### src/rtl/score_display.sv
// Four-digit multiplexed score display: per-frame input snapshot, per-player change flashing.
// Optional leading-zero blanking of each player's tens digit: define LEAD_ZERO_BLANK_EN.

module score_display_player #(
    parameter int FLASH_FRAMES = 64
) (
    input  logic       clk,
    input  logic       reset,
    input  logic       frame,
    input  logic [7:0] digits,
    output logic [7:0] shadow,
    output logic       blank
);
    logic [7:0] flash;

    always_ff @(posedge clk) begin
        if (reset) begin
            shadow <= '0;
            flash  <= '0;
        end else if (frame) begin
            shadow <= digits;
            if (digits != shadow)
                flash <= 8'(FLASH_FRAMES);
            else if (flash != 8'd0)
                flash <= flash - 8'd1;
        end
    end

    // Blink with a 4-frame half-period taken straight from the countdown.
    assign blank = (flash != 8'd0) && flash[2];
endmodule

module score_display #(
    parameter int REFRESH_DIV  = 100000,
    parameter int FLASH_FRAMES = 64
) (
    input  logic       clk,
    input  logic       reset,
    input  logic [3:0] big1,
    input  logic [3:0] sm1,
    input  logic [3:0] big2,
    input  logic [3:0] sm2,
    output logic [6:0] seg,
    output logic [3:0] an,
    output logic       dp
);
    localparam int CW = (REFRESH_DIV > 1) ? $clog2(REFRESH_DIV) : 1;
`ifdef LEAD_ZERO_BLANK_EN
    localparam bit LZB = 1'b1;
`else
    localparam bit LZB = 1'b0;
`endif

    logic [CW-1:0]   cnt;
    logic [1:0]      idx;
    logic            tick, frame;
    logic [1:0][7:0] pin, psh;
    logic [1:0]      pblank;
    logic [3:0]      cur_digit, cur_an;
    logic            cur_blank;

    assign tick  = (cnt == CW'(REFRESH_DIV - 1));
    assign frame = tick && (idx == 2'd3);

    always_ff @(posedge clk) begin
        if (reset) begin
            cnt <= '0;
            idx <= '0;
        end else if (tick) begin
            cnt <= '0;
            idx <= idx + 2'd1;
        end else begin
            cnt <= cnt + CW'(1);
        end
    end

    // Lane 0 is player 1, lane 1 is player 2; each byte is {tens, units}.
    assign pin[0] = {big1, sm1};
    assign pin[1] = {big2, sm2};

    genvar p;
    generate
        for (p = 0; p < 2; p++) begin : g_player
            score_display_player #(.FLASH_FRAMES(FLASH_FRAMES)) u_player (
                .clk    (clk),
                .reset  (reset),
                .frame  (frame),
                .digits (pin[p]),
                .shadow (psh[p]),
                .blank  (pblank[p])
            );
        end
    endgenerate

    function automatic logic [6:0] decode(input logic [3:0] d);
        case (d)
            4'd0:    decode = 7'b1000000;
            4'd1:    decode = 7'b1111001;
            4'd2:    decode = 7'b0100100;
            4'd3:    decode = 7'b0110000;
            4'd4:    decode = 7'b0011001;
            4'd5:    decode = 7'b0010010;
            4'd6:    decode = 7'b0000010;
            4'd7:    decode = 7'b1111000;
            4'd8:    decode = 7'b0000000;
            4'd9:    decode = 7'b0010000;
            default: decode = 7'b0111111;
        endcase
    endfunction

    always_comb begin
        cur_digit = '0;
        cur_blank = 1'b0;
        cur_an    = 4'hF;
        case (idx)
            2'd0: begin
                cur_digit = psh[1][3:0];
                cur_blank = pblank[1];
                cur_an    = 4'b1110;
            end
            2'd1: begin
                cur_digit = psh[1][7:4];
                cur_blank = pblank[1] || (LZB && psh[1][7:4] == 4'd0);
                cur_an    = 4'b1101;
            end
            2'd2: begin
                cur_digit = psh[0][3:0];
                cur_blank = pblank[0];
                cur_an    = 4'b1011;
            end
            default: begin
                cur_digit = psh[0][7:4];
                cur_blank = pblank[0] || (LZB && psh[0][7:4] == 4'd0);
                cur_an    = 4'b0111;
            end
        endcase
    end

    always_ff @(posedge clk) begin
        if (reset) begin
            seg <= 7'h7F;
            an  <= 4'hF;
            dp  <= 1'b1;
        end else begin
            seg <= cur_blank ? 7'h7F : decode(cur_digit);
            an  <= cur_an;
            dp  <= (idx != 2'd2);
        end
    end
endmodule

### config.mk
export PLATFORM = sky130hd
export DESIGN_NAME = score_display
export DESIGN_NICKNAME = d
export VERILOG_FILES = /design/src/rtl/score_display.sv
export SDC_FILE = /design/constraint.sdc
export NUM_CORES = 1
export LEC_CHECK = 0
export ABC_AREA = 0
export BUFFER_PORTS_ARGS = -buffer_cell sky130_fd_sc_hd__buf_2
export CORE_ASPECT_RATIO = 1.25
export CORE_MARGIN = 8
export CORE_UTILIZATION = 40
export DETAILED_ROUTE_END_ITERATION = 12
export GPL_TIMING_DRIVEN = 0
export PLACE_DENSITY_LB_ADDON = 0.1
export SLEW_MARGIN = 10
export SYNTH_ARGS = -nofsm -noshare
export SYNTH_HDL_FRONTEND = slang
export SYNTH_SLANG_ARGS = --single-unit
### constraint.sdc
create_clock -name clk -period 6.43 [get_ports clk]
set_clock_uncertainty 0.2 [all_clocks]
set_input_delay 0.9645 -clock clk [delete_from_list [all_inputs] [get_ports clk]]
set_output_delay 0.9645 -clock clk [all_outputs]
set_load 0.02 [all_outputs]
==> results of run 1 <==
[worst paths after layout]
path | depth (start not counted) | slack (ns) | start | endpoint
worst max-delay path | 7 | 3.86 | big1[2] | g_player[0].u_player.flash[0]$_SDFFE_PP0P_
worst min-delay path | 1 | 0.24 | cnt[0]$_SDFF_PP0_ | cnt[0]$_SDFF_PP0_
worst max register to register | 8 | 3.98 | cnt[0]$_SDFF_PP0_ | cnt[13]$_SDFF_PP0_
worst min register to register | 1 | 0.24 | cnt[0]$_SDFF_PP0_ | cnt[0]$_SDFF_PP0_
[layout by cell type (no fill, tap or decap)]
cell type,count
sky130_fd_sc_hd__clkbuf_1,11
sky130_fd_sc_hd__nand2b_1,8
sky130_fd_sc_hd__xor2_1,9
sky130_fd_sc_hd__nor2_1,30
sky130_fd_sc_hd__o21ai_0,9
sky130_fd_sc_hd__and3_1,3
sky130_fd_sc_hd__nor4_4,1
sky130_fd_sc_hd__nor3_1,6
sky130_fd_sc_hd__mux2_2,4
sky130_fd_sc_hd__buf_4,1
sky130_fd_sc_hd__or3_1,3
sky130_fd_sc_hd__nor4_2,1
sky130_fd_sc_hd__nor2b_1,1
sky130_fd_sc_hd__dfxtp_1,62
sky130_fd_sc_hd__nand3b_1,5
sky130_fd_sc_hd__ha_1,13
sky130_fd_sc_hd__or2_2,2
sky130_fd_sc_hd__nand4bb_1,1
sky130_fd_sc_hd__o2111ai_1,2
sky130_fd_sc_hd__inv_1,18
sky130_fd_sc_hd__a31o_2,2
sky130_fd_sc_hd__xnor2_1,23
sky130_fd_sc_hd__nor4_1,6
sky130_fd_sc_hd__or2_4,1
sky130_fd_sc_hd__a222oi_1,4
sky130_fd_sc_hd__o31ai_1,10
sky130_fd_sc_hd__nand4_4,1
sky130_fd_sc_hd__clkbuf_8,13
sky130_fd_sc_hd__nand2_1,55
sky130_fd_sc_hd__o32ai_1,1
sky130_fd_sc_hd__a32o_1,1
sky130_fd_sc_hd__a21oi_1,33
sky130_fd_sc_hd__a2bb2o_1,1
sky130_fd_sc_hd__mux2i_1,1
sky130_fd_sc_hd__buf_2,34
sky130_fd_sc_hd__nand4_1,8
sky130_fd_sc_hd__nand3_1,10
sky130_fd_sc_hd__and2_1,4
sky130_fd_sc_hd__or4_1,14
[cell type report]
cell class / instances / area (µm²)
Tap cell: 95 / 119
Inverter: 18 / 67.6
Timing Repair Buffer: 29 / 145
Fill cell: 769 / 4110
Multi-Input combinational cell: 273 / 1720
Buffer: 15 / 66.3
Sequential cell: 62 / 1240
Clock buffer: 15 / 186
[state kept, by name, summed over array words and instances, names as in the netlist]
register and flops:
an 4, cnt 17, g_player.u_player.flash 16, g_player.u_player.shadow 16, idx 2, seg 7
[cells by family (layout without fill, tap and decap cells)]
kind of cell,count (synthesis),count (layout),share of synthesized area
AND/OR/NAND/NOR,160,160,0.270
buffers and inverters,33,77,0.0432
flip-flops,62,62,0.401
XOR/XNOR,32,32,0.0905
adder cells (fa/ha/maj),13,13,0.0525
AO/OA/AOI/OAI,63,63,0.126
multiplexers,5,5,0.0178
[layer usage]
metal | GRT usage | wire, µm | vias up
met5 | 0 | 0 | -
met4 | 0.0574 | 95 | 0
met3 | 0.0348 | 292 | 9
met2 | 0.257 | 3740 | 37
met1 | 0.155 | 3090 | 1256
li1 | - | - | 1356
[through the flow]
| stage | cell area [µm²] | worst slack (ns) | hold WS, ns |
|---|---|---|---|
| floorplan | 3100 | 4.07 | 0.218 |
| global placement | 3360 | 3.46 | 0.230 |
| detailed placement | 3360 | 3.50 | 0.238 |
| CTS | 3550 | 3.84 | 0.252 |
| global route | 3550 | 3.65 | 0.276 |
| finish | 3550 | 3.86 | 0.245 |
[report_power, final]
group          switching (mW)  leakage (nW)  total [mW]  internal [mW]
Clock                   0.142        0.0958       0.322          0.181
Sequential            0.00190         0.503       0.390          0.388
Combinational          0.0187         0.705      0.0315         0.0128
==> results.py, run 1 <==
metrics = {
    "critical_path": {
        "path_common_cell": "sky130_fd_sc_hd__buf_2",
        "cp-end-kind": "register",
        "path_cells": "buf_2 > xnor2_1 > nand4_1 > nor4_1 > buf_2 > or4_1 > a21oi_1",
        "cp.arrival_ns": 2.56,
        "crit_path_top_delay_cell": "sky130_fd_sc_hd__nor4_1",
        "max_stage_delay_ns": 0.66,
        "crit_required_ns": 6.42,
        "worstPathMaxFanout": 10,
        "critPathTopFamily": "simple AND/OR/NAND/NOR gates",
        "worstSetupStartpointType": "input port",
        "worst-setup-path-type": "input port to register",
        "critical_path.n_buffers_inverters": 2,
    },
    "power": {
        "worst_ir_drop_vdd_uv": 129,
        "power_per_cell_area_nw_per_um2": 210,
        "total_power_uw": 744,
        "leakage_nw": 1.30,
    },
    "clock_tree": {
        "root_buffer": "sky130_fd_sc_hd__clkbuf_8",
        "post_cts.resized_instances": 0,
        "worst_skew_pair.late_latency_ns": 0.33,
        "path_clk_slew_ns": 0.06,
        "cts_made_buffers": 9,
        "tritoncts": "done",
        "clock_tree.buffer_depth": 2,
        "cts_hold_buf": 0,
        "htreeDepth": 3,
        "cts_num_sinks": 62,
        "buffers_inserted_during_post_cts_setup_optimization": 0,
    },
    "yosys": {
        "synth_flop_cell": "sky130_fd_sc_hd__dfxtp_1",
        "synth.largest_area_cell": "sky130_fd_sc_hd__dfxtp_1",
        "postSynthNetCount": 399,
        "post_synth_inst_count": 368,
        "synthArstFlopShare": 0,
        "post_synth_main_area_contributors": "sky130_fd_sc_hd__dfxtp_1 40%, sky130_fd_sc_hd__nand2_1 6.7%, sky130_fd_sc_hd__xnor2_1 6.5%, sky130_fd_sc_hd__a21oi_1 5.3%, sky130_fd_sc_hd__ha_1 5.3%",
        "synthDistinctLibCells": 38,
        "ys.warnings.count": 0,
        "synth_top_cells_by_count": "62 x sky130_fd_sc_hd__dfxtp_1, 55 x sky130_fd_sc_hd__nand2_1, 33 x sky130_fd_sc_hd__a21oi_1",
        "seq_area_frac_synth": 0.401,
        "synth_most_common_cell": "sky130_fd_sc_hd__dfxtp_1",
        "mappedNetlistArea_um2": 3100,
        "yosysTopAreaCellShare": 0.401,
        "count_of_flip_flops_with_a_built_in_enable_after_synthesis": 0,
        "syn-mean-instance-area_um2": 8.42,
        "ys_seq_elements": 62,
    },
    "placed_design": {
        "hpwl_after_dpl_mm": 5.40,
        "port_buffers": 29,
        "cell_count_after_placement": 492,
        "weighted_congestion_reported_at_the_end_of_routability_driven_placement": 0.787,
    },
    "drt": {
        "wl_per_cell_um": 14.2,
        "vias_per_cell": 5.24,
        "route.antenna.remaining_nets": 0,
        "drt_pre_antenna_iters": 5,
        "remaining_drc_errors": 0,
        "via_count": 2658,
        "route.final.wire_length_mm": 7.21,
        "drt_iter0_markers": 106,
    },
    "floorplanning": {
        "chipWidth_um": 94.7,
        "floorplan.initialDensity": 0.405,
        "dieHeight_um": 114,
        "floorplan.io_pins": 30,
        "coreArea_um2": 7660,
        "rows": 36,
        "floorplan_die_area_um2": 10800,
    },
    "global_routing": {
        "global_route_wire_length_before_repair_mm": 12.4,
        "grt_max_degree": 11,
        "track_usage": 0.143,
        "antenna_found_initial": 0,
        "global_route.overflow_total": 0,
        "number_of_global_route_vias_before_repair": 2711,
    },
    "layout": {
        "layout-drive-gt1-share": 0.146,
        "final_cells": 507,
        "fin_util": 0.463,
        "area_growth_syn_to_layout_pct": 14.5,
        "finalNetCount": 439,
        "num_antenna_cells": 0,
    },
    "job": {
        "drv.max_cap_violation_count": 0,
    },
    "sta": {
        "setup_violations": 0,
        "grt_setup_unrepaired": "false",
        "final_tns_setup_ns": 0,
        "max_slew_headroom_at_the_worst_pin": 0.524,
        "final_min_period_over_clock_period": 0.400,
        "timing_hold_violations_final": 0,
        "layout_min_cycle_time_ns": 2.57,
        "fmax_achieved_mhz": 389,
        "timing_worst_slew_pin_value_ns": 0.707,
        "maxSlewViolCount": 0,
    },
    "run_status": {
        "run_status": "completed",
    },
    "hold_path": {
        "min-delay-path-class": "register to register",
    },
}
(Power assumes the default switching activity.)
==> inputs of run 2 (changes only) <==
==> constraint.sdc (replaced) <==
create_clock -name clk -period 2.3 [get_ports clk]
set_clock_uncertainty 0.2 [all_clocks]
set_input_delay 0.345 -clock clk [delete_from_list [all_inputs] [get_ports clk]]
set_output_delay 0.345 -clock clk [all_outputs]
set_load 0.02 [all_outputs]
==> run 2 against run 1 <==
  * Final area is 3.8% higher
  * Register-to-register slack worse by 3.9 ns
  * Final cell count is 0.20% higher
  * Worst setup slack worse by 3.7 ns
  * Clock power grew to 2.8 times the previous value
  * Largest cell class unchanged
==> results.py, run 2 (same netlist as run 1, synthesis figures left out) <==
metrics = {
    "layout": {
        "largest_reg_flops": 17,
        "largest_register": "cnt",
        "layout-drive-gt1-share": 0.206,
        "multi_input_area_um2": 1830,
        "num_antenna_cells": 0,
        "register_area_um2": 1250,
        "fin_util": 0.481,
        "num-fill-cells": 757,
        "largest_registers": "cnt: 17 flops, g_player.u_player.flash: 16 flops, g_player.u_player.shadow: 16 flops",
        "stdcell_area_um2": 3680,
        "area_growth_syn_to_layout_pct": 18.9,
        "final_cell_mix": "57 x sky130_fd_sc_hd__dfxtp_1, 53 x sky130_fd_sc_hd__nand2_1, 33 x sky130_fd_sc_hd__buf_2, 33 x sky130_fd_sc_hd__a21oi_1, 30 x sky130_fd_sc_hd__nor2_1",
        "layout.cells.most_common": "sky130_fd_sc_hd__dfxtp_1",
        "finalNetCount": 440,
    },
    "critical_path": {
        "worstPathMaxFanout": 10,
        "worst_r2r_path_depth": 7,
        "crit_required_ns": 2.36,
        "regToRegSetupSlack_ns": 0.13,
        "worstSetupStartpointType": "register",
        "worst-setup-path-type": "register to register",
        "worst_r2r_startpoint": "cnt[0]$_SDFF_PP0_",
        "critical_path.reg2reg.endpoint": "g_player[0].u_player.flash[4]$_SDFFE_PP0P_",
        "cp.arrival_ns": 2.23,
        "cp-end-kind": "register",
    },
    "power": {
        "comb_power_share": 0.044,
        "power.net_switching_uw": 458,
        "power_per_cell_area_nw_per_um2": 566,
        "sequential_group_share_of_total_power": 0.523,
        "power_frac_clock": 0.433,
        "switching_share": 0.219,
        "worst_ir_drop_vdd_uv": 362,
        "power.internal_mw": 1.63,
        "leakage_nw": 1.33,
    },
    "sta": {
        "timing_worst_slew_pin_value_ns": 0.656,
        "final_tns_setup_ns": 0,
        "timing_hold_violations_final": 0,
        "max_slew_headroom_at_the_worst_pin": 0.550,
        "post-route-worst-setup-slack_ns": 0.128,
        "whs_ns": 0.0727,
        "grt_setup_unrepaired": "true",
        "layout_min_cycle_time_ns": 2.17,
        "maxSlewViolCount": 0,
        "fmax_achieved_mhz": 460,
        "setup_violations": 0,
        "final_min_period_over_clock_period": 0.945,
    },
    "drt": {
        "remaining_drc_errors": 0,
        "route.antenna.remaining_nets": 0,
        "drt_pre_antenna_iters": 4,
        "via_count": 2687,
        "drt_iter0_markers": 97,
        "vias_per_cell": 5.29,
        "route.final.wire_length_mm": 7.31,
        "wl_per_cell_um": 14.4,
    },
    "global_routing": {
        "antenna_found_initial": 0,
        "number_of_global_route_vias_before_repair": 2711,
        "global_route.overflow_total": 0,
        "grt_max_degree": 11,
        "global_route_wire_length_before_repair_mm": 12.4,
        "track_usage": 0.144,
    },
    "clock_tree": {
        "root_buffer": "sky130_fd_sc_hd__clkbuf_8",
        "cts_num_sinks": 62,
        "cts_hold_buf": 0,
        "path_clk_slew_ns": 0.06,
        "htreeDepth": 3,
        "cts_made_buffers": 9,
        "worst_skew_pair.late_latency_ns": 0.33,
        "clock_tree.buffer_depth": 2,
        "tritoncts": "done",
    },
    "floorplanning": {
        "coreArea_um2": 7660,
        "chipWidth_um": 94.7,
        "dieHeight_um": 114,
        "floorplan.initialDensity": 0.405,
        "floorplan.io_pins": 30,
        "rows": 36,
        "floorplan_die_area_um2": 10800,
    },
    "placed_design": {
        "weighted_congestion_reported_at_the_end_of_routability_driven_placement": 0.787,
        "post_dp_cell_area_um2": 3360,
        "hpwl_after_dpl_mm": 5.40,
        "port_buffers": 29,
        "worst_case_setup_slack_after_placement_ns": -0.216,
    },
    "run_status": {
        "run_status": "completed",
    },
    "hold_path": {
        "hold-path-cell-count": 3,
        "min-delay-path-class": "input port to register",
        "hold_end": "g_player[1].u_player.shadow[5]$_SDFFE_PP0P_",
        "hold_start": "big2[1]",
    },
    "job": {
        "drv.max_cap_violation_count": 0,
    },
}
==> run 2: changes by cell type in the layout (fill, tap and decap cells not counted), moves of 3 or more <==
cell	previous run	this run
sky130_fd_sc_hd__nor4_2	1	4
sky130_fd_sc_hd__clkbuf_1	11	8
sky130_fd_sc_hd__dfxtp_2	0	4
sky130_fd_sc_hd__ha_2	0	3
sky130_fd_sc_hd__ha_1	13	9
sky130_fd_sc_hd__dfxtp_1	62	57
sky130_fd_sc_hd__nor4_1	6	1
==> run 2: worst max-delay path by stage <==
stage                         from                                         end  slack, ns  cells after the start
2_1_floorplan    cnt[0]$_SDFF_PP0_  g_player[0].u_player.flash[0]$_SDFFE_PP0P_       0.16                      7
3_3_place_gp     cnt[0]$_SDFF_PP0_                          cnt[10]$_SDFF_PP0_      -0.17                      8
3_5_place_dp     cnt[0]$_SDFF_PP0_                           cnt[9]$_SDFF_PP0_      -0.22                      8
4_1_cts        idx[1]$_SDFFE_PP0P_  g_player[0].u_player.flash[5]$_SDFFE_PP0P_      0.003                      6
5_1_grt        idx[0]$_SDFFE_PP0P_                           seg[5]$_SDFF_PP1_      -0.03                      8
6_report         cnt[0]$_SDFF_PP0_  g_player[0].u_player.flash[4]$_SDFFE_PP0P_       0.13                      7
==> run 2: through the flow <==
stage               total power, mW  std cells
detailed placement             1.20        492
floorplan                      1.16        368
global placement               1.20        492
finish                         2.09        508
global route                   2.18        508
CTS                            2.12        508
==> run 2: worst max-delay path, cell delays in order (launching register included) <==
cell and delay [ns]:
sky130_fd_sc_hd__dfxtp_2 0.36, sky130_fd_sc_hd__ha_4 0.17, sky130_fd_sc_hd__nand4_4 0.11, sky130_fd_sc_hd__nor4_4 0.32
sky130_fd_sc_hd__nand3_2 0.13, sky130_fd_sc_hd__buf_6 0.16, sky130_fd_sc_hd__or4_1 0.49, sky130_fd_sc_hd__a21oi_1 0.15
==> run 2: routing by layer <==
layer  track usage  wire length, µm  up-vias
met4        0.0574              125        0
met1         0.157             3050     1266
met3        0.0348              355       12
met5             0                0        -
li1              -                -     1364
met2         0.257             3780       45
==> run 2: area by class of cell <==
class                   count  share of cell area
well taps                  95              0.0323
plain buffers              14              0.0200
clock buffers              15              0.0506
flip-flops and latches     62               0.339
repair buffers             31              0.0435
inverters                  18              0.0183
multi-input cells         273               0.496
==> run 2: timing repair <==
action | in CTS | in global routing
pin swaps | 1 | 3
resized for setup | 12 | 20
setup endpoints to repair | 28 | 46
buffers inserted | 1 | 1
==> run 2: power groups by stage <==
stage	combinational [mW]	clock [mW]	sequential (mW)
global route	0.101	0.989	1.09
CTS	0.0932	0.938	1.09
floorplan	0.0404	0	1.12
global placement	0.0900	0	1.11
finish	0.0913	0.903	1.09
detailed placement	0.0899	0	1.11
==> inputs of run 3 (changes only) <==
--- a/config.mk
+++ b/config.mk
@@ -9,7 +9,7 @@
 export BUFFER_PORTS_ARGS = -buffer_cell sky130_fd_sc_hd__buf_2
 export CORE_ASPECT_RATIO = 1.25
 export CORE_MARGIN = 8
-export CORE_UTILIZATION = 40
+export CORE_UTILIZATION = 53
 export DETAILED_ROUTE_END_ITERATION = 12
 export GPL_TIMING_DRIVEN = 0
 export PLACE_DENSITY_LB_ADDON = 0.1
==> run 3 against run 2 <==
  * Fmax is 2.3% lower
  * Clock power is 17% higher
  * Critical path depth decreased by 1
  * Final cell count is 4.9% lower
  * Via count up 0.15%
  * Sequential power about the same
  * Routed wire length decreased by 1.4%
==> results.py, run 3 (same netlist as run 1, synthesis figures left out) <==
metrics = {
    "global_routing": {
        "global_route_wire_length_before_repair_mm": 12.0,
        "global_route.overflow_total": 0,
        "number_of_global_route_vias_before_repair": 2647,
        "track_usage": 0.175,
        "grt_max_degree": 11,
        "antenna_found_initial": 0,
    },
    "clock_tree": {
        "tritoncts": "done",
        "worst_skew_pair.late_latency_ns": 0.34,
        "clock_tree.buffer_depth": 2,
        "cts_hold_buf": 0,
        "root_buffer": "sky130_fd_sc_hd__clkbuf_8",
        "htreeDepth": 3,
        "cts_num_sinks": 62,
        "cts_made_buffers": 9,
        "path_clk_slew_ns": 0.07,
    },
    "layout": {
        "largest_reg_flops": 17,
        "layout.cells.most_common": "sky130_fd_sc_hd__dfxtp_1",
        "largest_register": "cnt",
        "num_antenna_cells": 0,
        "largest_registers": "cnt: 17 flops, g_player.u_player.flash: 16 flops, g_player.u_player.shadow: 16 flops",
        "multi_input_area_um2": 1820,
        "layout-drive-gt1-share": 0.221,
        "finalNetCount": 443,
        "fin_util": 0.642,
        "stdcell_area_um2": 3690,
        "num-fill-cells": 514,
        "final_cell_mix": "55 x sky130_fd_sc_hd__dfxtp_1, 54 x sky130_fd_sc_hd__nand2_1, 34 x sky130_fd_sc_hd__buf_2",
        "register_area_um2": 1250,
        "area_growth_syn_to_layout_pct": 19.0,
    },
    "sta": {
        "timing_hold_violations_final": 0,
        "timing_worst_slew_pin_value_ns": 0.657,
        "whs_ns": 0.0619,
        "setup_violations": 0,
        "grt_setup_unrepaired": "true",
        "layout_min_cycle_time_ns": 2.22,
        "max_slew_headroom_at_the_worst_pin": 0.550,
        "maxSlewViolCount": 0,
        "final_tns_setup_ns": 0,
        "fmax_achieved_mhz": 450,
        "final_min_period_over_clock_period": 0.966,
    },
    "drt": {
        "remaining_drc_errors": 0,
        "met2RoutedLength_mm": 3.81,
        "drt_pre_antenna_iters": 4,
        "route.final.wire_length_mm": 7.21,
        "route.antenna.remaining_nets": 0,
        "vias_per_cell": 5.57,
        "met3RoutedLength_um": 375,
        "drt_iter0_markers": 152,
        "m1WireLength_mm": 2.90,
        "via_count": 2691,
        "top_layer": "met4",
        "wl_per_cell_um": 14.9,
    },
    "power": {
        "total_power_mw": 2.24,
        "power_per_cell_area_nw_per_um2": 607,
        "leakage_nw": 1.36,
        "worst_ir_drop_vdd_uv": 477,
    },
    "floorplanning": {
        "rows": 31,
        "chipWidth_um": 84.4,
        "floorplan.io_pins": 30,
        "coreArea_um2": 5740,
        "dieHeight_um": 101,
        "floorplan_die_area_um2": 8560,
        "floorplan.initialDensity": 0.540,
    },
    "run_status": {
        "run_status": "completed",
    },
    "critical_path": {
        "cp.arrival_ns": 2.29,
        "worstSetupStartpointType": "register",
        "worstPathMaxFanout": 5,
        "crit_required_ns": 2.37,
        "worst-setup-path-type": "register to register",
        "cp-end-kind": "register",
    },
    "placed_design": {
        "weighted_congestion_reported_at_the_end_of_routability_driven_placement": 0.806,
        "hpwl_after_dpl_mm": 5.10,
        "port_buffers": 29,
        "post_dp_cell_area_um2": 3330,
    },
    "hold_path": {
        "min-delay-path-class": "input port to register",
    },
    "job": {
        "drv.max_cap_violation_count": 0,
    },
}
## run 3: path summary, 6_finish.rpt
path	depth (start not counted)	end	slack, ns	startpoint
worst max-delay path	6	g_player[0].u_player.flash[0]$_SDFFE_PP0P_	0.08	cnt[13]$_SDFF_PP0_
worst min-delay path	3	g_player[1].u_player.shadow[4]$_SDFFE_PP0P_	0.06	big2[0]
worst max register to register	6	g_player[0].u_player.flash[0]$_SDFFE_PP0P_	0.08	cnt[13]$_SDFF_PP0_
worst min register to register	2	g_player[0].u_player.flash[7]$_SDFFE_PP0P_	0.28	g_player[0].u_player.flash[7]$_SDFFE_PP0P_
## run 3: metal layers
layer  track usage  vias to the layer above
met5             0                        -
met4        0.0865                        0
met3        0.0422                       10
met2         0.325                       47
met1         0.180                     1259
li1              -                     1375
## run 3: final cells by class
type                    instances  area share
flip-flops and latches         62       0.340
clock inverters                 4      0.0190
repair buffers                 34      0.0489
inverters                      18      0.0183
multi-input cells             273       0.493
plain buffers                  14      0.0197
clock buffers                  12      0.0394
well taps                      66      0.0224
## run 3: metrics by stage
| stage | setup WS [ns] | cells |
|---|---|---|
| 3_3_place_gp | -0.128 | 463 |
| 5_1_grt | -0.00456 | 483 |
| 4_1_cts | 0.00338 | 482 |
| 2_1_floorplan | 0.162 | 368 |
| 6_report | 0.0771 | 483 |
| 3_5_place_dp | -0.238 | 463 |
## run 3: power breakdown
group          switching (mW)  total, mW  internal [mW]
clock                   0.419       1.06          0.637
sequential            0.00682       1.09           1.08
combinational          0.0541     0.0930         0.0389
total                   0.480       2.24           1.76
## run 3: critical path, cell delays in order (launching register included)
cell	delay, ns
sky130_fd_sc_hd__dfxtp_2	0.34
sky130_fd_sc_hd__or2_4	0.28
sky130_fd_sc_hd__nor4_4	0.39
sky130_fd_sc_hd__nand3_2	0.16
sky130_fd_sc_hd__buf_6	0.16
sky130_fd_sc_hd__or4_1	0.49
sky130_fd_sc_hd__a21oi_1	0.15
## run 3: repair_timing
action	in CTS	in global routing
gates resized for setup	14	21
pin swaps	2	7
setup endpoints to repair	27	35
setup buffers	3	1
gates cloned	1	0
